--- src/rtl/serial_word_deframer.sv ---
// Serial-to-parallel word deframer: hunts for a sync word, locks onto it,
// emits framed data words and drops lock after repeated bad sync slots.
module serial_word_deframer #(
    parameter int               WIDTH       = 8,
    parameter logic [WIDTH-1:0] SYNC        = 8'hA5,
    parameter int               FRAME_WORDS = 4,
    parameter int               MISS_MAX    = 2
) (
    input  logic             clk,
    input  logic             rst,
    input  logic             i,
    input  logic             e,
    output logic [WIDTH-1:0] q_data,
    output logic             q_valid,
    output logic             locked,
    output logic             sync_err
);

    localparam int BW = $clog2(WIDTH);
    localparam int WW = $clog2(FRAME_WORDS + 1);
    localparam int MW = $clog2(MISS_MAX + 1);
    localparam int FW = $clog2(WIDTH + 1);

    localparam logic [BW-1:0] BIT_LAST  = BW'(WIDTH - 1);
    localparam logic [WW-1:0] WORD_SYNC = WW'(FRAME_WORDS);
    localparam logic [MW-1:0] MISS_LAST = MW'(MISS_MAX - 1);
    localparam logic [FW-1:0] FILL_MAX  = FW'(WIDTH);
    localparam logic [FW-1:0] FILL_MIN  = FW'(WIDTH - 1);

    typedef enum logic {
        S_HUNT,
        S_LOCKED
    } state_t;

    state_t           r_state;
    // Only the WIDTH-1 most recent bits are needed to form the next word.
    logic [WIDTH-2:0] r_sr;
    logic [FW-1:0]    r_fill;
    logic [BW-1:0]    r_bitcnt;
    logic [WW-1:0]    r_wordcnt;
    logic [MW-1:0]    r_missed;
    logic [WIDTH-1:0] w_nxt;

    assign w_nxt = {r_sr, i};

    always_ff @(posedge clk) begin
        if (rst) begin
            r_state   <= S_HUNT;
            r_sr      <= '0;
            r_fill    <= '0;
            r_bitcnt  <= '0;
            r_wordcnt <= '0;
            r_missed  <= '0;
            q_data    <= '0;
            q_valid   <= 1'b0;
            locked    <= 1'b0;
            sync_err  <= 1'b0;
        end else begin
            q_valid  <= 1'b0;
            sync_err <= 1'b0;
            if (e) begin
                r_sr <= w_nxt[WIDTH-2:0];
                unique case (r_state)
                    S_HUNT: begin
                        if (r_fill != FILL_MAX) begin
                            r_fill <= r_fill + FW'(1);
                        end
                        if (r_fill >= FILL_MIN && w_nxt == SYNC) begin
                            r_state   <= S_LOCKED;
                            locked    <= 1'b1;
                            r_bitcnt  <= '0;
                            r_wordcnt <= '0;
                            r_missed  <= '0;
                        end
                    end
                    S_LOCKED: begin
                        if (r_bitcnt != BIT_LAST) begin
                            r_bitcnt <= r_bitcnt + BW'(1);
                        end else begin
                            r_bitcnt <= '0;
                            if (r_wordcnt != WORD_SYNC) begin
                                q_data    <= w_nxt;
                                q_valid   <= 1'b1;
                                r_wordcnt <= r_wordcnt + WW'(1);
                            end else begin
                                r_wordcnt <= '0;
                                if (w_nxt == SYNC) begin
                                    r_missed <= '0;
                                end else begin
                                    sync_err <= 1'b1;
                                    // Stale bits are discarded: hunt restarts empty.
                                    if (r_missed == MISS_LAST) begin
                                        r_state  <= S_HUNT;
                                        locked   <= 1'b0;
                                        r_fill   <= '0;
                                        r_missed <= '0;
                                    end else begin
                                        r_missed <= r_missed + MW'(1);
                                    end
                                end
                            end
                        end
                    end
                    default: r_state <= S_HUNT;
                endcase
            end
        end
    end

endmodule

--- config.mk ---
export PLATFORM = sky130hd
export DESIGN_NAME = serial_word_deframer
export DESIGN_NICKNAME = d
export VERILOG_FILES = /design/src/rtl/serial_word_deframer.sv
export SDC_FILE = /design/constraint.sdc
export NUM_CORES = 1
export LEC_CHECK = 0
export CORE_MARGIN = 2
export CORE_UTILIZATION = 60
export DETAILED_ROUTE_END_ITERATION = 10
export DONT_BUFFER_PORTS = 1
export PLACE_DENSITY = 0.72
export SYNTH_ARGS = -nofsm -noshare
export SYNTH_HDL_FRONTEND = slang
export SYNTH_SLANG_ARGS = --single-unit
--- constraint.sdc ---
create_clock -name clk -period 2.26 [get_ports clk]
set_input_delay 0.113 -clock clk [delete_from_list [all_inputs] [get_ports clk]]
set_output_delay 0.113 -clock clk [all_outputs]
set_load 0.02 [all_outputs]
## Word level (Yosys, flattened, before mapping)

Cells that the tools add are included.

- Bitwise logic cells: 3
- Mux-type cells: 32
- Add/sub/neg operators: 4
- Reduce and logical (&&, ||, !) cells: 9
- Equality and inequality tests: 11
- Order comparisons: 1

Operators by type and width:

| operator | number |
|---|---|
| $mux W4 | 5 |
| $mux W1 | 12 |
| $mux W3 | 4 |
| $pmux W3 S2 | 2 |
| $reduce_and A6 Y1 | 2 |
| $mux W2 | 5 |
| $ne A2 B2 Y1 const B | 5 |
| $eq A8 B8 Y1 const B | 1 |
| $pmux W4 S2 | 1 |
| $reduce_and A4 Y1 | 2 |
| $add A3 B1 Y3 const B | 2 |
| $ne A3 B3 Y1 const B | 2 |
| $reduce_or A5 Y1 | 1 |
| $add A4 B1 Y4 const B | 1 |
| $ge A4 B3 Y1 const B | 1 |
| $ne A4 B4 Y1 const B | 1 |
| $pmux W1 S2 | 2 |
| $pmux W2 S2 | 1 |
| $reduce_or A4 Y1 | 1 |
| $not A1 Y1 | 3 |
| $reduce_and A3 Y1 | 1 |
| $add A2 B1 Y2 const B | 1 |
| $eq A2 B1 Y1 const B | 1 |
| $ne A2 B1 Y1 const B | 1 |
| other kinds (2) | 2 |

- Bits in registers: 31
- Word-level logic and storage cells: 70
- Input bits: 4

## Logic depth before layout (Yosys ltp)

Gate-level depths: netlist of run 1.

- Depth after elaboration: 6
- Mapped depth: 7
- Mapped depth without buffers: 6

## Worst setup path before layout of run 1

OpenSTA, ideal clock, no wires.

- Path kind: register -> register
- Start: register r_bitcnt[0]
- End: register r_fill[2]
- Stages on the path, launching flop included: 7
- Setup time: 0.120 ns
- Slack: 0.690 ns
- Clock period less this slack: 1.570 ns
- Data required time: 2.140 ns
- Data arrival time: 1.450 ns
- Path through: dfxtp_1 > ha_1 > ha_1 > nand3_1 > a211oi_1 > nor3_1 > a211o_1

- Longest elaborated chain between the ends: 3

RTL lines:

| element | RTL line | source |
|---|---|---|
| start: declaration | 39 | `logic [BW-1:0] r_bitcnt;` |
| start signal: assignment | 78 | `r_bitcnt <= r_bitcnt + BW'(1);` |
| $ne A3 B3 Y1 | 77 | `if (r_bitcnt != BIT_LAST) begin` |
| $ne A2 B2 Y1 (no line) | -- |  |
| $reduce_and A6 Y1 (no line) | -- |  |
| end signal: assignment | 66 | `r_fill <= r_fill + FW'(1);` |
| end: declaration | 38 | `logic [FW-1:0] r_fill;` |

No other way between the ends.
A chain may end at the register's enable or synchronous reset.

## Worst setup path after layout of run 1

- Start: register r_sr[2]
- End: register r_bitcnt[1]

- Longest elaborated chain between the ends: 4

RTL lines:

| element | RTL line | source |
|---|---|---|
| start: declaration | 37 | `logic [WIDTH-2:0] r_sr;` |
| start signal: assignment | 62 | `r_sr <= w_nxt[WIDTH-2:0];` |
| $eq A8 B8 Y1 | 68 | `if (r_fill >= FILL_MIN && w_nxt == SYNC) begin` |
| $logic_and A1 B1 Y1 | 68 |  |
| $ne A2 B2 Y1 (no line) | -- |  |
| $reduce_and A2 Y1 (no line) | -- |  |

No other way between the ends.

==> impl_metrics.env, run 1 <==
export IMPL_port_buffers=0
export IMPL_holdWs_ns=0.0316
export IMPL_finalHoldViolations=0
export IMPL_power_leakage_nw=0.642
export IMPL_ff_latch_area_um2=621
export IMPL_multiInputGateArea_um2=684
export IMPL_postPlaceCellArea_mm2=0.00136
export IMPL_root_buffer="clkbuf_4"
export IMPL_crit_required_ns=2.48
export IMPL_period_needed_ns=1.96
export IMPL_syn_area_mm2=0.00135
export IMPL_r2r_start="r_sr[2]"
export IMPL_r2r_slack_ns=0.30
export IMPL_grt_pass1_vias=886
export IMPL_cts_buffers_inserted=5
export IMPL_core_area_mm2=0.00217
export IMPL_drtIter0Drc=19
export IMPL_worst_setup_path_type="reg -> reg"
export IMPL_worstPathMaxFanout=5
export IMPL_holdPathEnd="r_fill[3]"
export IMPL_dp_hpwl_um=1650
export IMPL_fmax_mhz=510
export IMPL_layout_setup_ws_ns=0.297
export IMPL_yosys_area_top_type="dfxtp_1"
export IMPL_dp_cells=159
export IMPL_fill_cells=178
export IMPL_drive_gt1_share_pct=9.86
export IMPL_crit_arrival_ns=2.18
export IMPL_synth_top_cell_area_share_pct=45.9
export IMPL_fin_crit_sh_pct=86.8
export IMPL_synthArstFlopShare_pct=0
export IMPL_cts_sinks=31
export IMPL_reg2reg_depth=5
export IMPL_wl_per_cell_um=14.1
export IMPL_gp_congestion=0.746
export IMPL_remaining_drc_errors=0
export IMPL_ys_types=35
export IMPL_die_width_um=51.5
export IMPL_grt_pass1_wl_um=3970
export IMPL_syn_inst=137
export IMPL_hold_path_startpoint="rst"
export IMPL_syn_num_nets=147
export IMPL_die_area_mm2=0.00265
export IMPL_finalNetCount=152
export IMPL_ys_seq_area_share_pct=45.9
export IMPL_power_mw=0.915
export IMPL_maxSlewViolCount=0
export IMPL_dr_total_vias=972
export IMPL_htreeDepth=2
export IMPL_synthFlopType="dfxtp_1"
export IMPL_syn_area_per_cell_um2=9.87
export IMPL_place_ws_ns=0.433
export IMPL_antenna_cells=0
export IMPL_area_delta_synth_final_pct=7.86
export IMPL_tightest_slew_ns=0.791
export IMPL_min_path_type="in -> reg"
export IMPL_die_h_um=51.5
export IMPL_grt_max_degree=24
export IMPL_rsz0062_at_grt="false"
export IMPL_wl_um=2400
export IMPL_viasPerCell=5.72
export IMPL_drt_first_pass_iters=4
export IMPL_ant_nets=0
export IMPL_status="finished, final reports clean"
export IMPL_cp_end_kind="flip-flop"
export IMPL_clock_skew_ns=0.00678
export IMPL_rr_endpoint="r_bitcnt[1]"
export IMPL_synth_most_common_cell="dfxtp_1"
export IMPL_clkLatencyLatePin_ns=0.32
export IMPL_hold_path_depth=2
export IMPL_clk_pin_slew_ns=0.09
export IMPL_vdd_drop_max_mv=0.370
export IMPL_num_rows=17
export IMPL_initial_core_util_pct=62.3
export IMPL_grt_overflow_total=0
export IMPL_synth_area_leaders="dfxtp_1 (46%), mux2i_1 (12%), nor2_1 (5.8%), ha_1 (5.6%), nand3_1 (3.0%)"
export IMPL_setup_viol=0
export IMPL_ys_ff_latch=31
export IMPL_ios=15
export IMPL_power_density_mw_per_mm2=627
export IMPL_ys_warnings_count=0
export IMPL_setup_tns_ns=0
export IMPL_slew_headroom_pct=47.1
export IMPL_crit_path_start_kind="flip-flop"
export IMPL_synth_edff_count=0
export IMPL_cts_tree="built"
export IMPL_drv_cap=0
export IMPL_synthTopCellsByCount="dfxtp_1 (31), nor2_1 (21), mux2i_1 (16), nand3_1 (8)"
export IMPL_final_util_pct=67.2
export IMPL_fin_cells=170
export IMPL_fin_area_mm2=0.00146
export IMPL_antenna_found_initial=0
export IMPL_clock_path_buffers=2
export IMPL_grt_usage_pct=21.0
==> power breakdown <==
group          switching, mW  internal (mW)  leakage [nW]
clock network          0.178          0.144        0.0341
logic                 0.0190         0.0167         0.358
registers            0.00583          0.552         0.250
total                  0.203          0.713         0.642
==> routing by layer <==
layer	track usage, %	vias up	part of all wire, %
li1	-	496	-
met1	25.7	458	48
met2	31.8	12	46
met3	8.19	6	3.5
met4	10.5	0	2.2
met5	0	-	0
==> area by class of cell <==
| cell class | count | area share, % |
|---|---|---|
| Timing Repair Buffer | 4 | 2.74 |
| Multi-Input combinational cell | 94 | 46.9 |
| Clock buffer | 6 | 3.52 |
| Clock inverter | 1 | 0.343 |
| Tap cell | 28 | 2.40 |
| Inverter | 6 | 1.54 |
| Sequential cell | 31 | 42.5 |
==> worst max-delay path: stages (launching register included) <==
cell,delay [ns]
dfxtp_1,0.37
nor4b_4,0.40
nand4b_1,0.27
nand3_1,0.16
a21oi_1,0.06
dlygate4sd3_1,0.59
==> worst max-delay path by stage <==
stage / cells after the start / slack, ns / startpoint / end
floorplan: 6 / 0.69 / r_bitcnt[0] / r_fill[2]
global placement: 6 / 0.47 / r_bitcnt[0] / r_wordcnt[1]
detailed placement: 6 / 0.43 / r_bitcnt[0] / r_wordcnt[1]
CTS: 5 / 0.29 / r_sr[2] / r_bitcnt[1]
global route: 5 / 0.17 / r_sr[2] / r_bitcnt[1]
finish: 5 / 0.30 / r_sr[2] / r_bitcnt[1]
==> layout by cell type, fill, tap and decap left out, drive strengths merged, types with 2 or more instances in the layout <==
cell type    Yosys  layout
and2             2       2
inv              6       6
nor3             3       3
a22o             2       2
nor2            21      21
nand2            3       3
a211o            2       2
mux2i           16      16
nand2b           3       3
a211oi           2       2
and3b            2       2
nand3            8       8
dlygate4sd3      0       4
a21oi            6       6
clkbuf           4       6
nor4b            2       2
nand4b           2       2
dfxtp           31      31
ha               6       6
==> flip-flops by register name, summed over array words and instances (netlist names) <==
signal     cells
q_data         8
r_sr           7
r_fill         4
r_bitcnt       3
r_wordcnt      3
r_missed       2
locked         1
q_valid        1
r_state        1
sync_err       1
==> repair_timing <==
action / 4_1_cts / 5_1_grt
gates resized for setup: 0 / 0
hold endpoints to repair: 24 / 0
hold buffers: 4 / 0
setup endpoints to repair: 0 / 0
setup buffers: 0 / 0
==> cell families after synthesis <==
| group | synth area share [%] |
|---|---|
| muxes | 12.7 |
| AOI/OAI and AO/OA | 9.81 |
| and+or+nand+nor | 22.6 |
| adders and majority gates | 5.55 |
| buffers and inverters | 3.51 |
| DFF | 45.9 |
No activity file was read; power rests on OpenSTA's default activity.
==> inputs of run 2 (changes only) <==
--- a/config.mk
+++ b/config.mk
@@ -6,10 +6,10 @@
 export NUM_CORES = 1
 export LEC_CHECK = 0
 export CORE_MARGIN = 2
-export CORE_UTILIZATION = 60
+export CORE_UTILIZATION = 54
 export DETAILED_ROUTE_END_ITERATION = 10
 export DONT_BUFFER_PORTS = 1
-export PLACE_DENSITY = 0.72
+export PLACE_DENSITY = 0.68
 export SYNTH_ARGS = -nofsm -noshare
 export SYNTH_HDL_FRONTEND = slang
 export SYNTH_SLANG_ARGS = --single-unit
==> constraint.sdc (replaced) <==
create_clock -name clk -period 1.8 [get_ports clk]
set_input_delay 0.09 -clock clk [delete_from_list [all_inputs] [get_ports clk]]
set_output_delay 0.09 -clock clk [all_outputs]
set_load 0.02 [all_outputs]
==> impl_metrics.env, run 2 (synthesized netlist as in run 1, its figures left out) <==
export IMPL_vdd_drop_max_mv=0.539
export IMPL_r2r_slack_ns=0.16
export IMPL_pwr_share_clk_pct=35.2
export IMPL_initial_core_util_pct=55.6
export IMPL_drv_cap=0
export IMPL_routed_wl_met2_um=1150
export IMPL_slew_headroom_pct=43.3
export IMPL_rsz0062_at_grt="false"
export IMPL_reg_largest_list="q_data: 8 flops, r_sr: 7 flops, r_fill: 4 flops"
export IMPL_drtIter0Drc=9
export IMPL_grt_pass1_wl_um=4000
export IMPL_wl_met1_um=1140
export IMPL_holdPathEnd="r_bitcnt[1]"
export IMPL_drt_first_pass_iters=4
export IMPL_finalNetCount=155
export IMPL_fin_crit_sh_pct=91.0
export IMPL_root_buffer="clkbuf_4"
export IMPL_seq_power_share_pct=60.6
export IMPL_final_common_cell="dfxtp_1"
export IMPL_top_layer="met4"
export IMPL_wl_per_cell_um=14.1
export IMPL_status="finished, final reports clean"
export IMPL_antenna_cells=0
export IMPL_core_area_mm2=0.00243
export IMPL_switching_share_pct=22.4
export IMPL_antenna_found_initial=0
export IMPL_fill_cells=218
export IMPL_period_needed_ns=1.64
export IMPL_post_cts_buffers=0
export IMPL_hold_path_startpoint="e"
export IMPL_clock_path_buffers=2
export IMPL_grt_pass1_vias=927
export IMPL_htreeDepth=2
export IMPL_die_width_um=54.0
export IMPL_clk_pin_slew_ns=0.09
export IMPL_die_h_um=54.0
export IMPL_layout_setup_ws_ns=0.161
export IMPL_area_delta_synth_final_pct=11.0
export IMPL_clock_skew_ns=0.00553
export IMPL_port_buffers=0
export IMPL_dp_hpwl_um=1710
export IMPL_final_cell_mix="dfxtp_1 (31), nor2_1 (21), mux2i_1 (16), nand3_1 (8)"
export IMPL_remaining_drc_errors=0
export IMPL_min_path_type="in -> reg"
export IMPL_power_leakage_nw=0.661
export IMPL_cts_buffers_inserted=5
export IMPL_p_int_mw=0.896
export IMPL_pwr_share_comb_pct=4.2
export IMPL_setup_viol=0
export IMPL_grt_overflow_total=0
export IMPL_crit_arrival_ns=1.92
export IMPL_power_density_mw_per_mm2=769
export IMPL_fmax_mhz=610
export IMPL_grt_usage_pct=20.3
export IMPL_p_sw_mw=0.259
export IMPL_tightest_slew_ns=0.848
export IMPL_finalHoldViolations=0
export IMPL_hold_path_depth=3
export IMPL_top_register="q_data"
export IMPL_largest_register_ffs=8
export IMPL_crit_path_start_kind="flip-flop"
export IMPL_worst_setup_path_type="reg -> reg"
export IMPL_ios=15
export IMPL_maxSlewViolCount=0
export IMPL_drive_gt1_share_pct=12.4
export IMPL_r2r_start="r_bitcnt[0]"
export IMPL_ant_nets=0
export IMPL_num_rows=18
export IMPL_die_area_mm2=0.00292
export IMPL_wl_met3_um=106
export IMPL_viasPerCell=5.74
export IMPL_cp_end_kind="flip-flop"
export IMPL_cts_tree="built"
export IMPL_wl_um=2460
export IMPL_grt_max_degree=25
export IMPL_cts_sinks=31
export IMPL_worstPathMaxFanout=4
export IMPL_rr_endpoint="r_fill[0]"
export IMPL_clkLatencyLatePin_ns=0.33
export IMPL_reg2reg_depth=6
export IMPL_place_ws_ns=0.0853
export IMPL_setup_tns_ns=0
export IMPL_dr_total_vias=1004
export IMPL_gp_congestion=0.774
export IMPL_crit_required_ns=2.08
-- run 2: cell types whose count changed in the layout (fill, tap and decap cells not counted), sizes merged --
| cell | before | now |
|---|---|---|
| buf | 0 | 3 |
-- run 2: worst max-delay path, cell delays in order, from the launching register on --
cell,delay [ns]
dfxtp_1,0.33
ha_1,0.20
ha_1,0.21
nand3_1,0.13
a211oi_2,0.06
nor3_1,0.42
mux2_2,0.23
-- run 2: how the worst max path moves through the flow --
stage           startpoint   endpoint  slack (ns)  cells past startpoint
2_1_floorplan  r_bitcnt[0]  r_fill[2]        0.23                      6
3_3_place_gp   r_bitcnt[0]  r_fill[2]        0.17                      6
3_5_place_dp   r_bitcnt[0]  r_fill[2]        0.09                      6
4_1_cts        r_bitcnt[0]  r_fill[2]        0.07                      6
5_1_grt        r_bitcnt[0]  r_fill[0]        0.03                      6
6_report       r_bitcnt[0]  r_fill[0]        0.16                      6
-- run 2: power by group through the flow --
stage	combinational, mW	clock (mW)	sequential (mW)
final	0.0480	0.407	0.700
after detailed placement	0.0292	0	0.717
after global routing	0.0533	0.453	0.702
after global placement	0.0275	0	0.716
after floorplan	0.0367	0	0.715
after CTS	0.0467	0.420	0.701
-- run 2: layout make-up --
cell class              count  area (um^2)  area share, %
clock buffers               6         51.3           3.42
clock inverters             1         5.00          0.333
inverters                   6         22.5           1.50
multi-input cells          94          689           45.9
flip-flops and latches     31          621           41.3
well taps                  30         37.5           2.50
repair buffers              7         75.1           5.00
-- run 2: per-layer routing --
metal / vias to the layer above / track usage (%)
li1: 507 / -
met1: 476 / 23.3
met2: 14 / 30.1
met3: 7 / 10.6
met4: 0 / 11.3
met5: - / 0
-- run 2: repair_timing --
action,CTS,global route
hold endpoints to repair,25,1
gates resized for setup,0,1
hold buffers,3,1
setup endpoints to repair,0,5
-- run 2: stage by stage --
stage | power, mW | instance area (um^2) | instances | util (%) | hold WS [ns]
2_1_floorplan | 0.752 | 1350 | 137 | - | 0.234
3_3_place_gp | 0.744 | 1400 | 164 | 57.6 | 0.161
3_5_place_dp | 0.746 | 1400 | 164 | 57.6 | 0.166
4_1_cts | 1.17 | 1490 | 174 | 61.1 | 0.00886
5_1_grt | 1.21 | 1500 | 175 | 61.7 | 0.0270
6_report | 1.15 | 1500 | 175 | 61.7 | 0.0191
